===== src/rtl/i2c_slave.sv =====
// I2C slave byte engine: synchronizes sclk/sda, detects START/STOP, ACKs its address, receives and transmits bytes.
// Optional 3-sample majority glitch filter on both lines when I2C_SLAVE_GLITCH_FILTER_EN is defined.
module i2c_slave #(
    parameter logic [6:0] I2C_SLAVE_ADDRESS = 7'h2D
) (
    input  logic       clk,
    input  logic       rst,
    input  logic       sclk,
    input  logic       sda_in,
    output logic       sda_out,
    output logic [7:0] rx_data,
    output logic       rx_valid,
    input  logic [7:0] tx_data,
    output logic       tx_req,
    output logic       busy,
    output logic [3:0] state
);

    localparam logic [3:0] IDLE     = 4'd0;
    localparam logic [3:0] ADDR     = 4'd1;
    localparam logic [3:0] ADDR_ACK = 4'd2;
    localparam logic [3:0] RX       = 4'd3;
    localparam logic [3:0] RX_ACK   = 4'd4;
    localparam logic [3:0] TX       = 4'd5;
    localparam logic [3:0] TX_ACK   = 4'd6;
    localparam logic [3:0] IGNORE   = 4'd7;

    logic [1:0] sclk_sync;
    logic [1:0] sda_sync;
    logic       sclk_f;
    logic       sda_f;
    logic       sclk_prev;
    logic       sda_prev;

    always_ff @(posedge clk or negedge rst) begin
        if (!rst) begin
            sclk_sync <= '1;
            sda_sync  <= '1;
        end else begin
            sclk_sync <= {sclk_sync[0], sclk};
            sda_sync  <= {sda_sync[0], sda_in};
        end
    end

`ifdef I2C_SLAVE_GLITCH_FILTER_EN
    logic [2:0] sclk_win;
    logic [2:0] sda_win;

    function automatic logic maj3(input logic [2:0] v);
        return (v[0] & v[1]) | (v[0] & v[2]) | (v[1] & v[2]);
    endfunction

    // Registered majority output gives 5 clk total from pin to decision.
    always_ff @(posedge clk or negedge rst) begin
        if (!rst) begin
            sclk_win <= '1;
            sda_win  <= '1;
            sclk_f   <= 1'b1;
            sda_f    <= 1'b1;
        end else begin
            sclk_win <= {sclk_win[1:0], sclk_sync[1]};
            sda_win  <= {sda_win[1:0], sda_sync[1]};
            sclk_f   <= maj3(sclk_win);
            sda_f    <= maj3(sda_win);
        end
    end
`else
    assign sclk_f = sclk_sync[1];
    assign sda_f  = sda_sync[1];
`endif

    always_ff @(posedge clk or negedge rst) begin
        if (!rst) begin
            sclk_prev <= 1'b1;
            sda_prev  <= 1'b1;
        end else begin
            sclk_prev <= sclk_f;
            sda_prev  <= sda_f;
        end
    end

    logic sclk_rise;
    logic sclk_fall;
    logic start_det;
    logic stop_det;

    assign sclk_rise = sclk_f & ~sclk_prev;
    assign sclk_fall = ~sclk_f & sclk_prev;
    assign start_det = sclk_f & sclk_prev & sda_prev & ~sda_f;
    assign stop_det  = sclk_f & sclk_prev & ~sda_prev & sda_f;

    logic [3:0] state_r;
    logic [2:0] bit_cnt;
    logic [7:0] shift;
    logic [7:0] tx_shift;
    logic [7:0] shift_next;
    logic       byte_done;
    logic       rw;
    logic       nack;

    assign shift_next = {shift[6:0], sda_f};
    assign state      = state_r;

    // byte_done marks "8th rising edge seen, act on the following falling edge".
    always_ff @(posedge clk or negedge rst) begin
        if (!rst) begin
            state_r   <= IDLE;
            sda_out   <= 1'b1;
            rx_data   <= '0;
            rx_valid  <= 1'b0;
            tx_req    <= 1'b0;
            busy      <= 1'b0;
            bit_cnt   <= '0;
            shift     <= '0;
            tx_shift  <= '0;
            byte_done <= 1'b0;
            rw        <= 1'b0;
            nack      <= 1'b0;
        end else begin
            rx_valid <= 1'b0;
            tx_req   <= 1'b0;
            if (start_det) begin
                state_r   <= ADDR;
                bit_cnt   <= '0;
                busy      <= 1'b1;
                byte_done <= 1'b0;
            end else if (stop_det) begin
                state_r   <= IDLE;
                busy      <= 1'b0;
                sda_out   <= 1'b1;
                byte_done <= 1'b0;
            end else begin
                case (state_r)
                    ADDR: begin
                        if (sclk_rise && !byte_done) begin
                            shift   <= shift_next;
                            bit_cnt <= bit_cnt + 3'd1;
                            if (bit_cnt == 3'd7) begin
                                if (shift[6:0] == I2C_SLAVE_ADDRESS) begin
                                    byte_done <= 1'b1;
                                    rw        <= sda_f;
                                end else begin
                                    state_r <= IGNORE;
                                end
                            end
                        end else if (sclk_fall && byte_done) begin
                            sda_out   <= 1'b0;
                            byte_done <= 1'b0;
                            state_r   <= ADDR_ACK;
                        end
                    end
                    ADDR_ACK: begin
                        if (sclk_fall) begin
                            if (rw) begin
                                tx_shift <= tx_data;
                                sda_out  <= tx_data[7];
                                tx_req   <= 1'b1;
                                state_r  <= TX;
                            end else begin
                                sda_out <= 1'b1;
                                state_r <= RX;
                            end
                        end
                    end
                    RX: begin
                        if (sclk_rise && !byte_done) begin
                            shift   <= shift_next;
                            bit_cnt <= bit_cnt + 3'd1;
                            if (bit_cnt == 3'd7) begin
                                rx_data   <= shift_next;
                                rx_valid  <= 1'b1;
                                byte_done <= 1'b1;
                            end
                        end else if (sclk_fall && byte_done) begin
                            sda_out   <= 1'b0;
                            byte_done <= 1'b0;
                            state_r   <= RX_ACK;
                        end
                    end
                    RX_ACK: begin
                        if (sclk_fall) begin
                            sda_out <= 1'b1;
                            state_r <= RX;
                        end
                    end
                    TX: begin
                        if (sclk_rise && !byte_done) begin
                            bit_cnt <= bit_cnt + 3'd1;
                            if (bit_cnt == 3'd7)
                                byte_done <= 1'b1;
                        end else if (sclk_fall) begin
                            if (byte_done) begin
                                sda_out   <= 1'b1;
                                byte_done <= 1'b0;
                                state_r   <= TX_ACK;
                            end else begin
                                tx_shift <= {tx_shift[6:0], 1'b0};
                                sda_out  <= tx_shift[6];
                            end
                        end
                    end
                    TX_ACK: begin
                        if (sclk_rise && !byte_done) begin
                            nack      <= sda_f;
                            byte_done <= 1'b1;
                        end else if (sclk_fall && byte_done) begin
                            byte_done <= 1'b0;
                            if (!nack) begin
                                tx_shift <= tx_data;
                                sda_out  <= tx_data[7];
                                tx_req   <= 1'b1;
                                state_r  <= TX;
                            end else begin
                                sda_out <= 1'b1;
                                state_r <= IGNORE;
                            end
                        end
                    end
                    default: ;
                endcase
            end
        end
    end

endmodule


===== config.mk =====
export PLATFORM = sky130hd
export DESIGN_NAME = i2c_slave
export DESIGN_NICKNAME = d
export VERILOG_FILES = /design/src/rtl/i2c_slave.sv
export SDC_FILE = /design/constraint.sdc
export NUM_CORES = 1
export LEC_CHECK = 0
export CORE_MARGIN = 1
export CORE_UTILIZATION = 50
export DETAILED_ROUTE_END_ITERATION = 16
export HOLD_SLACK_MARGIN = 0.1
export PLACE_DENSITY = 0.82
export REMOVE_ABC_BUFFERS = 1
export SKIP_CTS_REPAIR_TIMING = 1
export SYNTH_ARGS = -nofsm -noshare
export SYNTH_HDL_FRONTEND = slang
export SYNTH_SLANG_ARGS = --single-unit

===== constraint.sdc =====
create_clock -name clk -period 3.9 [get_ports clk]
set_clock_uncertainty 0.1 [all_clocks]
set_input_delay 0.975 -clock clk [delete_from_list [all_inputs] [get_ports clk]]
set_output_delay 0.975 -clock clk [all_outputs]
set_load 0.01 [all_outputs]

==> qor.yml <==
pre_cts_slack_ps: 1460
route.detailed.drc: 0
synth_cell_type_count: 44
synthArstFlopShare: 1.00
grt_util_met2: 0.311
layout_common_cells: "dfrtp_1, clkdlybuf4s50_1, mux2_2"
hold_violations: 0
setup_violations: 0
antenna_found_initial: 0
first_iter_violations: 74
pin_count: 28
track_usage: 0.205
r2r_start: "state[0]"
synth_seq_cells: 41
via_per_inst: 5.63
cellPowerDensity_nw_per_um2: 624
cts.htree.levels: 2
yosysSeqAreaShare: 0.517
core_area_um2: 3740
crit_slowest_cell: "dfrtp_1"
worstPathMaxFanout: 20
cts_buffers: 5
layout_min_cycle_time_ps: 2760
syn_to_final_growth_pct: 18.4
final_common_cell: "dfrtp_1"
clkTransAtPathRegs_ps: 80
grt_pass1_wl_um: 6440
hold_class: "reg2reg"
critPathLaunch: "state[0]"
cp_data_arrival_time_ps: 1680
critPathRequiredTime_ps: 2820
cts_sinks: 41
place_hpwl_um: 2720
cts_root_buf: "clkbuf_8"
antenna_left: 0
power.leakage_nw: 1.10
die_area_um2: 4260
status: "finished, final reports clean"
cp-endpoint: "state[0]"
fmax_mhz: 363
maxCapViolations: 0
fin_ws_ps: 1140
cp_num_cells: 1
fin_crit_sh: 0.707
critPathCaptureType: "primary output"
first_global_vias: 1341
wl_per_cell_um: 15.4
initial_core_util: 0.535
use_met1: 0.291
drv_slew: 0
vias: 1390
synthFlopType: "dfrtp_1"
cp_cell_sequence: "clkdlybuf4s50_1"
dieHeight_um: 65.3
fp.dieW_um: 65.3
drt-total-wl_um: 3800
globalRouteOverflowTotal: 0
cts_tree: "done"
r2r_cells: 5
tightest_slew_ps: 866
crit_buf_inv: 1
synth.avg_cell_area_um2: 11.6
place_congestion: 0.815
detailedRoute.firstPassIterationCount: 5
worstSetupStartpointType: "flop"
tns_ps: 0
grt_setup_unrepaired: "false"
grtUsageMet3: 0.0417
ir_worst_vdd_mv: 0.332
final_layout_size_suffix_gt1_frac: 0.211
busiest_layer: "met2"
maxSlewHeadroom: 0.423
reg2reg_to: "state[2]"
rows: 22
slowest_delay_ps: 740
yosysWarnings: 0
n_antenna_cell: 0
cts.path.max_buffers: 2
r2r_slack_ps: 1670
syn_inst: 172
numPortBuffers: 26
criticalPathCategory: "reg2out"
syn_area_um2: 2000
finish.net_count: 212
clkLatencyLatePin_ps: 290
grt_max_degree: 42
worst_path_dominant_cell_family: "flip-flops"
synth_edf_count: 0
-- Yosys cell counts, types with 3 or more instances --
master / n / area [um2]
dfstp_2: 7 / 184
a21boi_0: 3 / 22.5
nand2b_1: 3 / 18.8
dfrtp_1: 34 / 851
nand3_1: 5 / 25.0
buf_2: 4 / 20.0
a21oi_1: 5 / 25.0
o21ai_0: 13 / 65.1
inv_1: 4 / 15.0
nor2_1: 10 / 37.5
mux2_2: 19 / 214
nand2_1: 16 / 60.1
mux2i_1: 10 / 100
-- power by group --
group / switching [mW] / internal, mW / total (mW)
sequential: 0.170 / 0.543 / 0.713
clock: 0.143 / 0.143 / 0.286
combinational: 0.227 / 0.253 / 0.481
total: 0.541 / 0.940 / 1.48
-- registers in the layout, summed over array words and instances (netlist names), 2 cells and up --
signal	cells
bit_cnt	3
sclk_sync	2
sda_sync	2
tx_shift	7
shift	7
state	3
rx_data	8
-- logic make-up after synthesis --
kind of cell / share of synthesized area
AO/OA/AOI/OAI: 0.110
XOR/XNOR: 0.0131
adder cells (fa/ha/maj): 0.0125
buffers and inverters: 0.0325
flip-flops: 0.517
multiplexers: 0.157
other: 0.00187
AND/OR/NAND/NOR: 0.156
-- through the flow --
step	area (um2)	std cells	power, mW	utilization	hold WS (ps)
final	2370	247	1.48	0.633	259
after CTS	2370	247	1.49	0.633	260
after floorplan	1950	164	1.02	-	245
after global placement	2270	239	1.16	0.608	246
after global routing	2370	247	1.58	0.633	264
after detailed placement	2270	239	1.20	0.608	249
-- metal layers --
layer,vias to the layer above,wire length (um)
met2,38,1830
met1,684,1760
met3,6,148
li1,662,-
met5,-,0
met4,0,62
-- area by class of cell --
cell class / count / area (um2)
clock buffer: 6 / 82.6
clock inverter: 2 / 13.8
fill: 301 / 1370
inverter: 4 / 15.0
multi-input combinational: 119 / 902
sequential: 41 / 1030
tap: 48 / 60.1
timing repair buffer: 27 / 263
-- how the worst min path moves through the flow --
| stage | start | endpoint | slack [ps] | cells after the start |
|---|---|---|---|---|
| floorplan | sclk_sync[0] | sclk_sync[1] | 250 | 0 |
| global placement | sclk_sync[0] | sclk_sync[1] | 250 | 0 |
| detailed placement | sda_sync[0] | sda_sync[1] | 250 | 0 |
| CTS | sda_sync[0] | sda_sync[1] | 260 | 0 |
| global route | sda_sync[0] | sda_sync[1] | 260 | 0 |
| finish | sda_sync[0] | sda_sync[1] | 260 | 0 |
(Power assumes the default switching activity.)
